File: src/rtl/rr_arbiter_merge.sv
// rr_arbiter_merge
//   Clocked N-way round-robin arbiter and merge. Each of NUM_REQ requesters
//   offers a WIDTH-bit token on a valid/ready channel. At most one winner per
//   cycle is forwarded, together with its index, into a single registered
//   output slot. The priority pointer moves to the requester after the last
//   winner, so every continuously valid requester is served within NUM_REQ
//   grants.
//
// Ports
//   clk          rising-edge clock
//   reset        asynchronous active-high reset (synchronous release expected)
//   req_valid    [NUM_REQ]        requester i offers a token
//   req_data     [NUM_REQ*WIDTH]  requester i token at [i*WIDTH +: WIDTH]
//   req_ready    [NUM_REQ]        one-hot (or zero) grant, token taken this cycle
//   out_valid    output slot holds a token
//   out_ready    consumer takes the token this cycle
//   out_data     [WIDTH]          winning token
//   out_sel      [SEL_W]          index of the winning requester
//   conflict_cnt [16]             only with ARB_STATS_EN: saturating count of
//                                 grants made while two or more requests were valid
//
// Configuration macro: ARB_STATS_EN (adds conflict_cnt port and counter).

module rr_arbiter_merge #(
  parameter  int NUM_REQ = 4,
  parameter  int WIDTH   = 8,
  localparam int SEL_W   = $clog2(NUM_REQ)
) (
  input  logic                     clk,
  input  logic                     reset,
  input  logic [NUM_REQ-1:0]       req_valid,
  input  logic [NUM_REQ*WIDTH-1:0] req_data,
  output logic [NUM_REQ-1:0]       req_ready,
  output logic                     out_valid,
  input  logic                     out_ready,
  output logic [WIDTH-1:0]         out_data,
  output logic [SEL_W-1:0]         out_sel
`ifdef ARB_STATS_EN
  ,
  output logic [15:0]              conflict_cnt
`endif
);

  logic [SEL_W-1:0] ptr;
  logic [SEL_W-1:0] ptr_nxt;
  logic [SEL_W-1:0] win_idx;
  logic [WIDTH-1:0] win_data;
  logic             found;
  logic             accept;
  logic             grant;

  assign accept = !out_valid || out_ready;

  // Scan ptr, ptr+1, ... with wrap-around; the first valid requester wins.
  always_comb begin
    found    = 1'b0;
    win_idx  = '0;
    win_data = '0;
    for (int unsigned k = 0; k < NUM_REQ; k++) begin
      logic [SEL_W:0]   idx_w;
      logic [SEL_W-1:0] idx;
      idx_w = {1'b0, ptr} + (SEL_W+1)'(k);
      if (idx_w >= (SEL_W+1)'(NUM_REQ))
        idx_w = idx_w - (SEL_W+1)'(NUM_REQ);
      idx = idx_w[SEL_W-1:0];
      if (!found && req_valid[idx]) begin
        found    = 1'b1;
        win_idx  = idx;
        win_data = req_data[idx*WIDTH +: WIDTH];
      end
    end
  end

  // Gating with reset keeps req_ready low while the slot is held in reset,
  // even though accept is already true there.
  assign grant     = found && accept && !reset;
  assign req_ready = grant ? (NUM_REQ'(1) << win_idx) : '0;
  assign ptr_nxt   = (win_idx == SEL_W'(NUM_REQ - 1)) ? '0 : win_idx + 1'b1;

  always_ff @(posedge clk or posedge reset) begin
    if (reset) begin
      out_valid <= 1'b0;
      out_data  <= '0;
      out_sel   <= '0;
      ptr       <= '0;
    end else if (grant) begin
      out_valid <= 1'b1;
      out_data  <= win_data;
      out_sel   <= win_idx;
      ptr       <= ptr_nxt;
    end else if (out_valid && out_ready) begin
      out_valid <= 1'b0;
    end
  end

`ifdef ARB_STATS_EN
  logic multi_req;

  // Two or more bits set: clearing the lowest set bit leaves something.
  assign multi_req = |(req_valid & (req_valid - 1'b1));

  always_ff @(posedge clk or posedge reset) begin
    if (reset)
      conflict_cnt <= '0;
    else if (grant && multi_req && conflict_cnt != '1)
      conflict_cnt <= conflict_cnt + 16'd1;
  end
`endif

endmodule
File: config.mk
export PLATFORM = sky130hd
export DESIGN_NAME = rr_arbiter_merge
export DESIGN_NICKNAME = d
export VERILOG_FILES = /design/src/rtl/rr_arbiter_merge.sv
export SDC_FILE = /design/constraint.sdc
export NUM_CORES = 1
export LEC_CHECK = 0
export CAP_MARGIN = 20
export CORE_ASPECT_RATIO = 0.75
export CORE_MARGIN = 5
export CORE_UTILIZATION = 50
export DETAILED_ROUTE_END_ITERATION = 8
export PLACE_DENSITY = 0.93
export RECOVER_POWER = 100
export SETUP_SLACK_MARGIN = 0.15
export SYNTH_ARGS = -nofsm -noshare
export SYNTH_HDL_FRONTEND = slang
export SYNTH_SLANG_ARGS = --single-unit
File: constraint.sdc
create_clock -name clk -period 5.85 [get_ports clk]
set_clock_uncertainty 0.1 [all_clocks]
set_input_delay 1.17 -clock clk [delete_from_list [all_inputs] [get_ports clk]]
set_output_delay 1.17 -clock clk [all_outputs]
set_load 0.02 [all_outputs]
==> impl_metrics.tcl, run 1 <==
set metrics [dict create \
    syn_avg_cell_area_um2 8.09 \
    gp_congestion 0.839 \
    die_area_um2 4880 \
    grt_usage_pct 20.8 \
    status "complete, no violations" \
    postSynth.asyncResetShare_pct 100 \
    path_cells "dlygate4sd3_1, nor4_1, nor2_1, inv_1, ha_1, and2_1, dlygate4sd3_1" \
    synth_xor_area_share_pct 0 \
    leakagePower_nw 0.940 \
    cts_resized 0 \
    crit_path_max_fanout 12 \
    grt_max_degree 51 \
    final_max_slew_viol_count 0 \
    cts_root_buffer "clkbuf_8" \
    synth_top_area_share_pct 18.5 \
    rsz0062_at_grt "no" \
    synthAdderAreaFrac_pct 2.80 \
    vias 1930 \
    clock-sinks 13 \
    clkTransAtPathRegs_ns 0.06 \
    synth_edf_count 0 \
    ioPinCount 54 \
    portBuffers 53 \
    synth_seq_area_share_pct 18.2 \
    ant_nets 0 \
    yosys_warnings 0 \
    grt-ovfl-total 0 \
    cp.arrival_ns 3.77 \
    ir_worst_vdd_uv 234 \
    antenna_found_initial 0 \
    finalSetupTns_ns 0 \
    numCtsBuffers 3 \
    row_count 18 \
    period_share_pct 86.2 \
    final_nets 306 \
    synth_area_leaders "mux2i_1 18%, dfrtp_1 18%, nand2_1 7.8%, nand3_1 4.5%, and2_1 4.2%" \
    synth_cells 221 \
    h-tree-depth 1 \
    first_pass_iters 5 \
    cts_tree "done" \
    start_util_pct 53.3 \
    timing.final.hold_violations 0 \
    muxShareOfSynthArea_pct 18.5 \
    cp_num_buf_inv 3 \
    max_freq_mhz 198 \
    crit_path_end_kind "primary output" \
    grt_pass1_vias 1775 \
    tightest_slew_ns 0.814 \
    crit_type "in2out" \
    worstSetupStartpointType "input port" \
    synth_flop_cell "dfrtp_1" \
    layout-drive-gt1-share_pct 7.25 \
    crit_top_cell "dlygate4sd3_1" \
    fillers 295 \
    n_antenna_cell 0 \
    wl_per_cell_um 16.5 \
    synth_top_family_by_area "compound AO/OA/AOI/OAI gates" \
    first_iter_violations 127 \
    die_x_um 79.1 \
    clock_latency_ns 0.25 \
    power_mw 0.877 \
    critical-path-top-delay-family "buffers and inverters" \
    yosys.area.top_type "mux2i_1" \
    crit_required_ns 4.58 \
    syn_nets 264 \
    syn_to_final_growth_pct 31.4 \
    relSlewSlack_pct 45.7 \
    post_cts_buffers 0 \
    yosysUniqueCellTypes 45 \
    ys_seq_elements 13 \
    slowest_stage "dlygate4sd3_1" \
    hold_class "reg2reg" \
    cts.path.max_buffers 2 \
    synthSimpleGateAreaFrac_pct 25.2 \
    cap_violations 0 \
    setup_viol 0 \
    yosysMostFrequentCell "nand2_1" \
    grt_pass1_wl_um 8140 \
    fp.coreArea_um2 3360 \
    slowest_delay_ns 0.71 \
    post_synth_instance_area_um2 1790 \
    synth_compound_area_share_pct 28.0 \
    min_period_ns 5.04 \
    ys_top_cells_by_count "37 x nand2_1, 33 x mux2i_1, 16 x nand3_1" \
    powerDensity_nw_per_um2 373 \
    drc_errors 0 \
    place_hpwl_um 3640 \
    ctsHoldBuffers 0 \
    die_h_um 61.8 \
    vias_per_cell 6.39 \
    wl_um 4990 \
]
-- flip-flops by register name, indices dropped and copies added (netlist names) --
signal     cells
ptr            2
out_sel        2
out_valid      1
out_data       8
-- per-stage QoR --
step / hold slack (ns) / worst slack (ns) / cell area [µm²] / util [%] / instances
after floorplan: 0.483 / 2.25 / 1790 / - / 221
after global placement: 0.367 / 0.839 / 2270 / 67.7 / 296
after detailed placement: 0.369 / 0.752 / 2270 / 67.7 / 296
after CTS: 0.382 / 0.738 / 2320 / 69.1 / 300
after global routing: 0.403 / 0.654 / 2350 / 70.0 / 302
final: 0.374 / 0.810 / 2350 / 70.0 / 302
-- power breakdown --
part	switching [mW]	internal (mW)	total [mW]	leakage (nW)
logic	0.361	0.273	0.634	0.762
registers	0.0308	0.129	0.160	0.155
clock network	0.0348	0.0483	0.0830	0.0228
-- path summary, 6_finish.rpt --
path	from	to	slack, ns	depth (start not counted)
min reg2reg	out_sel[0]	out_sel[0]	0.37	1
max reg2reg	ptr[0]	out_data[2]	3.40	6
min in group asynchronous	reset	ptr[0]	1.37	2
max in group asynchronous	reset	ptr[1]	3.91	2
min	out_sel[0]	out_sel[0]	0.37	1
max	req_valid[1]	req_ready[0]	0.81	7
-- layer usage --
layer | up-vias | GRT usage [%] | part of all wire [%]
li1 | 913 | - | -
met1 | 897 | 26.2 | 41
met2 | 114 | 37.2 | 48
met3 | 6 | 5.19 | 10
met4 | 0 | 3.68 | 0.66
met5 | - | 0 | 0
-- cells in the final DEF, fill, tap and decap left out, types with 3 or more instances in the layout --
master	count
nand2_1	37
o21ai_2	3
inv_1	5
clkdlybuf4s50_1	35
clkbuf_8	3
a21oi_1	3
a22oi_1	8
mux2i_1	33
ha_1	4
nand3_1	16
and2_1	12
nor4b_1	3
a2bb2oi_1	6
nor3_1	3
a2111oi_0	8
nor2_1	4
dfrtp_1	12
dlygate4sd3_1	18
a311oi_1	8
o21ai_0	9
-- cell families after synthesis --
logic type,Yosys count
and+or+nand+nor,88
buffers and inverters,25
adders and majority gates,4
DFF,13
muxes,33
AOI/OAI and AO/OA,58
-- cell type report --
| type | count | area (µm²) | share of cell area, % |
|---|---|---|---|
| Sequential cell | 13 | 327 | 13.9 |
| Clock buffer | 4 | 45.0 | 1.92 |
| Timing Repair Buffer | 56 | 569 | 24.2 |
| Multi-Input combinational cell | 183 | 1340 | 56.9 |
| Inverter | 6 | 22.5 | 0.958 |
| Tap cell | 40 | 50.0 | 2.13 |
No activity file was read; power rests on OpenSTA's default activity.
==> run 2: changes to the inputs <==
--- a/config.mk
+++ b/config.mk
@@ -9,6 +9,7 @@
 export CORE_ASPECT_RATIO = 0.75
 export CORE_MARGIN = 5
 export CORE_UTILIZATION = 50
+export CTS_CLUSTER_SIZE = 10
 export DETAILED_ROUTE_END_ITERATION = 8
 export PLACE_DENSITY = 0.93
 export RECOVER_POWER = 100
==> results of run 2 <==
Same layout as run 1: the final DEF is identical, and so are final timing and power.
==> run 3: changes to the inputs <==
==> constraint.sdc (replaced) <==
create_clock -name clk -period 5.85 [get_ports clk]
set_clock_uncertainty 0.1 [all_clocks]
set_input_delay 0.585 -clock clk [delete_from_list [all_inputs] [get_ports clk]]
set_output_delay 0.585 -clock clk [all_outputs]
set_load 0.02 [all_outputs]
==> impl_metrics.tcl, run 3 (same netlist as run 1, synthesis figures left out) <==
set metrics [dict create \
    grt_pass1_wl_um 8190 \
    crit_required_ns 5.16 \
    powerDensity_nw_per_um2 374 \
    hold_end "out_sel[0]" \
    clock_latency_ns 0.25 \
    numCtsBuffers 3 \
    crit_path_max_fanout 34 \
    cts_resized 0 \
    cp.arrival_ns 3.64 \
    ctsHoldBuffers 0 \
    placed_cells 295 \
    relSlewSlack_pct -41.6 \
    ir_worst_vdd_uv 266 \
    seq_area_um2 327 \
    grt_max_degree 51 \
    crit_type "reg2out" \
    largest-register "out_data" \
    rr_worst_depth 5 \
    first_pass_iters 4 \
    max_freq_mhz 231 \
    regToRegEndpoint "out_data[5]" \
    gp_congestion 0.839 \
    period_share_pct 73.9 \
    top_regs "out_data: 8 flops, out_sel: 2 flops, ptr: 2 flops" \
    crit_path_end_kind "primary output" \
    drc_errors 0 \
    layout-drive-gt1-share_pct 5.36 \
    place_hpwl_um 3510 \
    leakagePower_nw 0.930 \
    rsz0062_at_grt "no" \
    die_h_um 61.8 \
    stdcell_count 301 \
    portBuffers 53 \
    cts.path.max_buffers 2 \
    antenna_found_initial 0 \
    fp.coreArea_um2 3360 \
    hold_start "out_sel[0]" \
    die_area_um2 4880 \
    fillers 280 \
    setup_viol 0 \
    die_x_um 79.1 \
    start_util_pct 53.3 \
    hold_class "reg2reg" \
    cts_root_buffer "clkbuf_8" \
    final_nets 305 \
    failed_checks "capacitance limit, slew limit" \
    final_max_slew_viol_count 17 \
    final_common_cell "nand2_1" \
    wl_um 4860 \
    vias_per_cell 6.17 \
    finalSetupTns_ns 0 \
    tightest_slew_ns 2.11 \
    cts_tree "done" \
    r2r_slack_ns 1.87 \
    syn_to_final_growth_pct 28.8 \
    clkTransAtPathRegs_ns 0.06 \
    grt_usage_pct 20.9 \
    min_period_ns 4.32 \
    ant_nets 0 \
    post_cts_buffers 0 \
    vias 1858 \
    clock-sinks 13 \
    cap_violations 1 \
    row_count 18 \
    worstSetupStartpointType "flop" \
    timing.final.hold_violations 0 \
    n_antenna_cell 0 \
    ioPinCount 54 \
    wl_per_cell_um 16.1 \
    first_iter_violations 137 \
    status "finished, violations left" \
    timing.rr.start "ptr[0]" \
    grt-ovfl-total 0 \
    multi_input_area_um2 1300 \
    layout_common_cells "37 x nand2_1, 36 x clkdlybuf4s50_1, 33 x mux2i_1" \
    h-tree-depth 1 \
    worstHoldPathCells 1 \
    largest_register_ff_count 8 \
    grt_pass1_vias 1743 \
]
==> run 3: through the flow <==
| stage | util [%] | hold WS, ns | area [µm²] | total power [mW] | worst slack, ns |
|---|---|---|---|---|---|
| after floorplan | - | 0.362 | 1790 | 0.626 | 3.42 |
| after global placement | 67.5 | 0.367 | 2270 | 0.774 | 2.01 |
| after detailed placement | 67.5 | 0.371 | 2270 | 0.788 | 1.90 |
| after CTS | 68.9 | 0.383 | 2310 | 0.873 | 1.95 |
| after global routing | 68.6 | 0.408 | 2300 | 0.933 | 1.20 |
| final | 68.6 | 0.375 | 2300 | 0.860 | 1.53 |
==> run 3: area by class of cell <==
cell class	count	share of cell area, %
clock buffer	4	1.96
inverter	6	0.978
multi-input combinational	183	56.3
sequential	13	14.2
tap	40	2.17
timing repair buffer	55	24.4
==> run 3: where the power goes <==
group / leakage (nW) / switching (mW) / internal [mW]
clock: 0.0228 / 0.0349 / 0.0482
combinational: 0.753 / 0.325 / 0.269
sequential: 0.155 / 0.0551 / 0.129
==> run 3: how the worst max path moves through the flow <==
stage,from,end,slack (ns),cells after the start
finish,ptr[0],req_ready[3],1.53,8
global route,ptr[0],req_ready[3],1.20,8
CTS,ptr[0],req_ready[2],1.95,8
detailed placement,req_valid[1],req_ready[0],1.90,5
global placement,req_valid[1],req_ready[2],2.01,5
floorplan,req_valid[2],req_ready[0],3.42,8
==> run 3: worst max-delay path, stage by stage (launching register included) <==
cell,delay [ns]
dfrtp_1,1.00
inv_1,0.71
o21ai_0,0.33
nand2_1,0.07
o21ai_0,0.18
inv_1,0.13
ha_1,0.19
and2_1,0.12
dlygate4sd3_1,0.64
==> run 3: per-layer routing <==
layer	share of wire, %	global-route usage [%]	vias up	routed length, µm
met5	0	0	-	0
met1	46	28.3	862	2230
li1	-	-	914	-
met4	0.56	2.21	0	27
met2	46	36.1	77	2230
met3	7.7	4.32	5	374
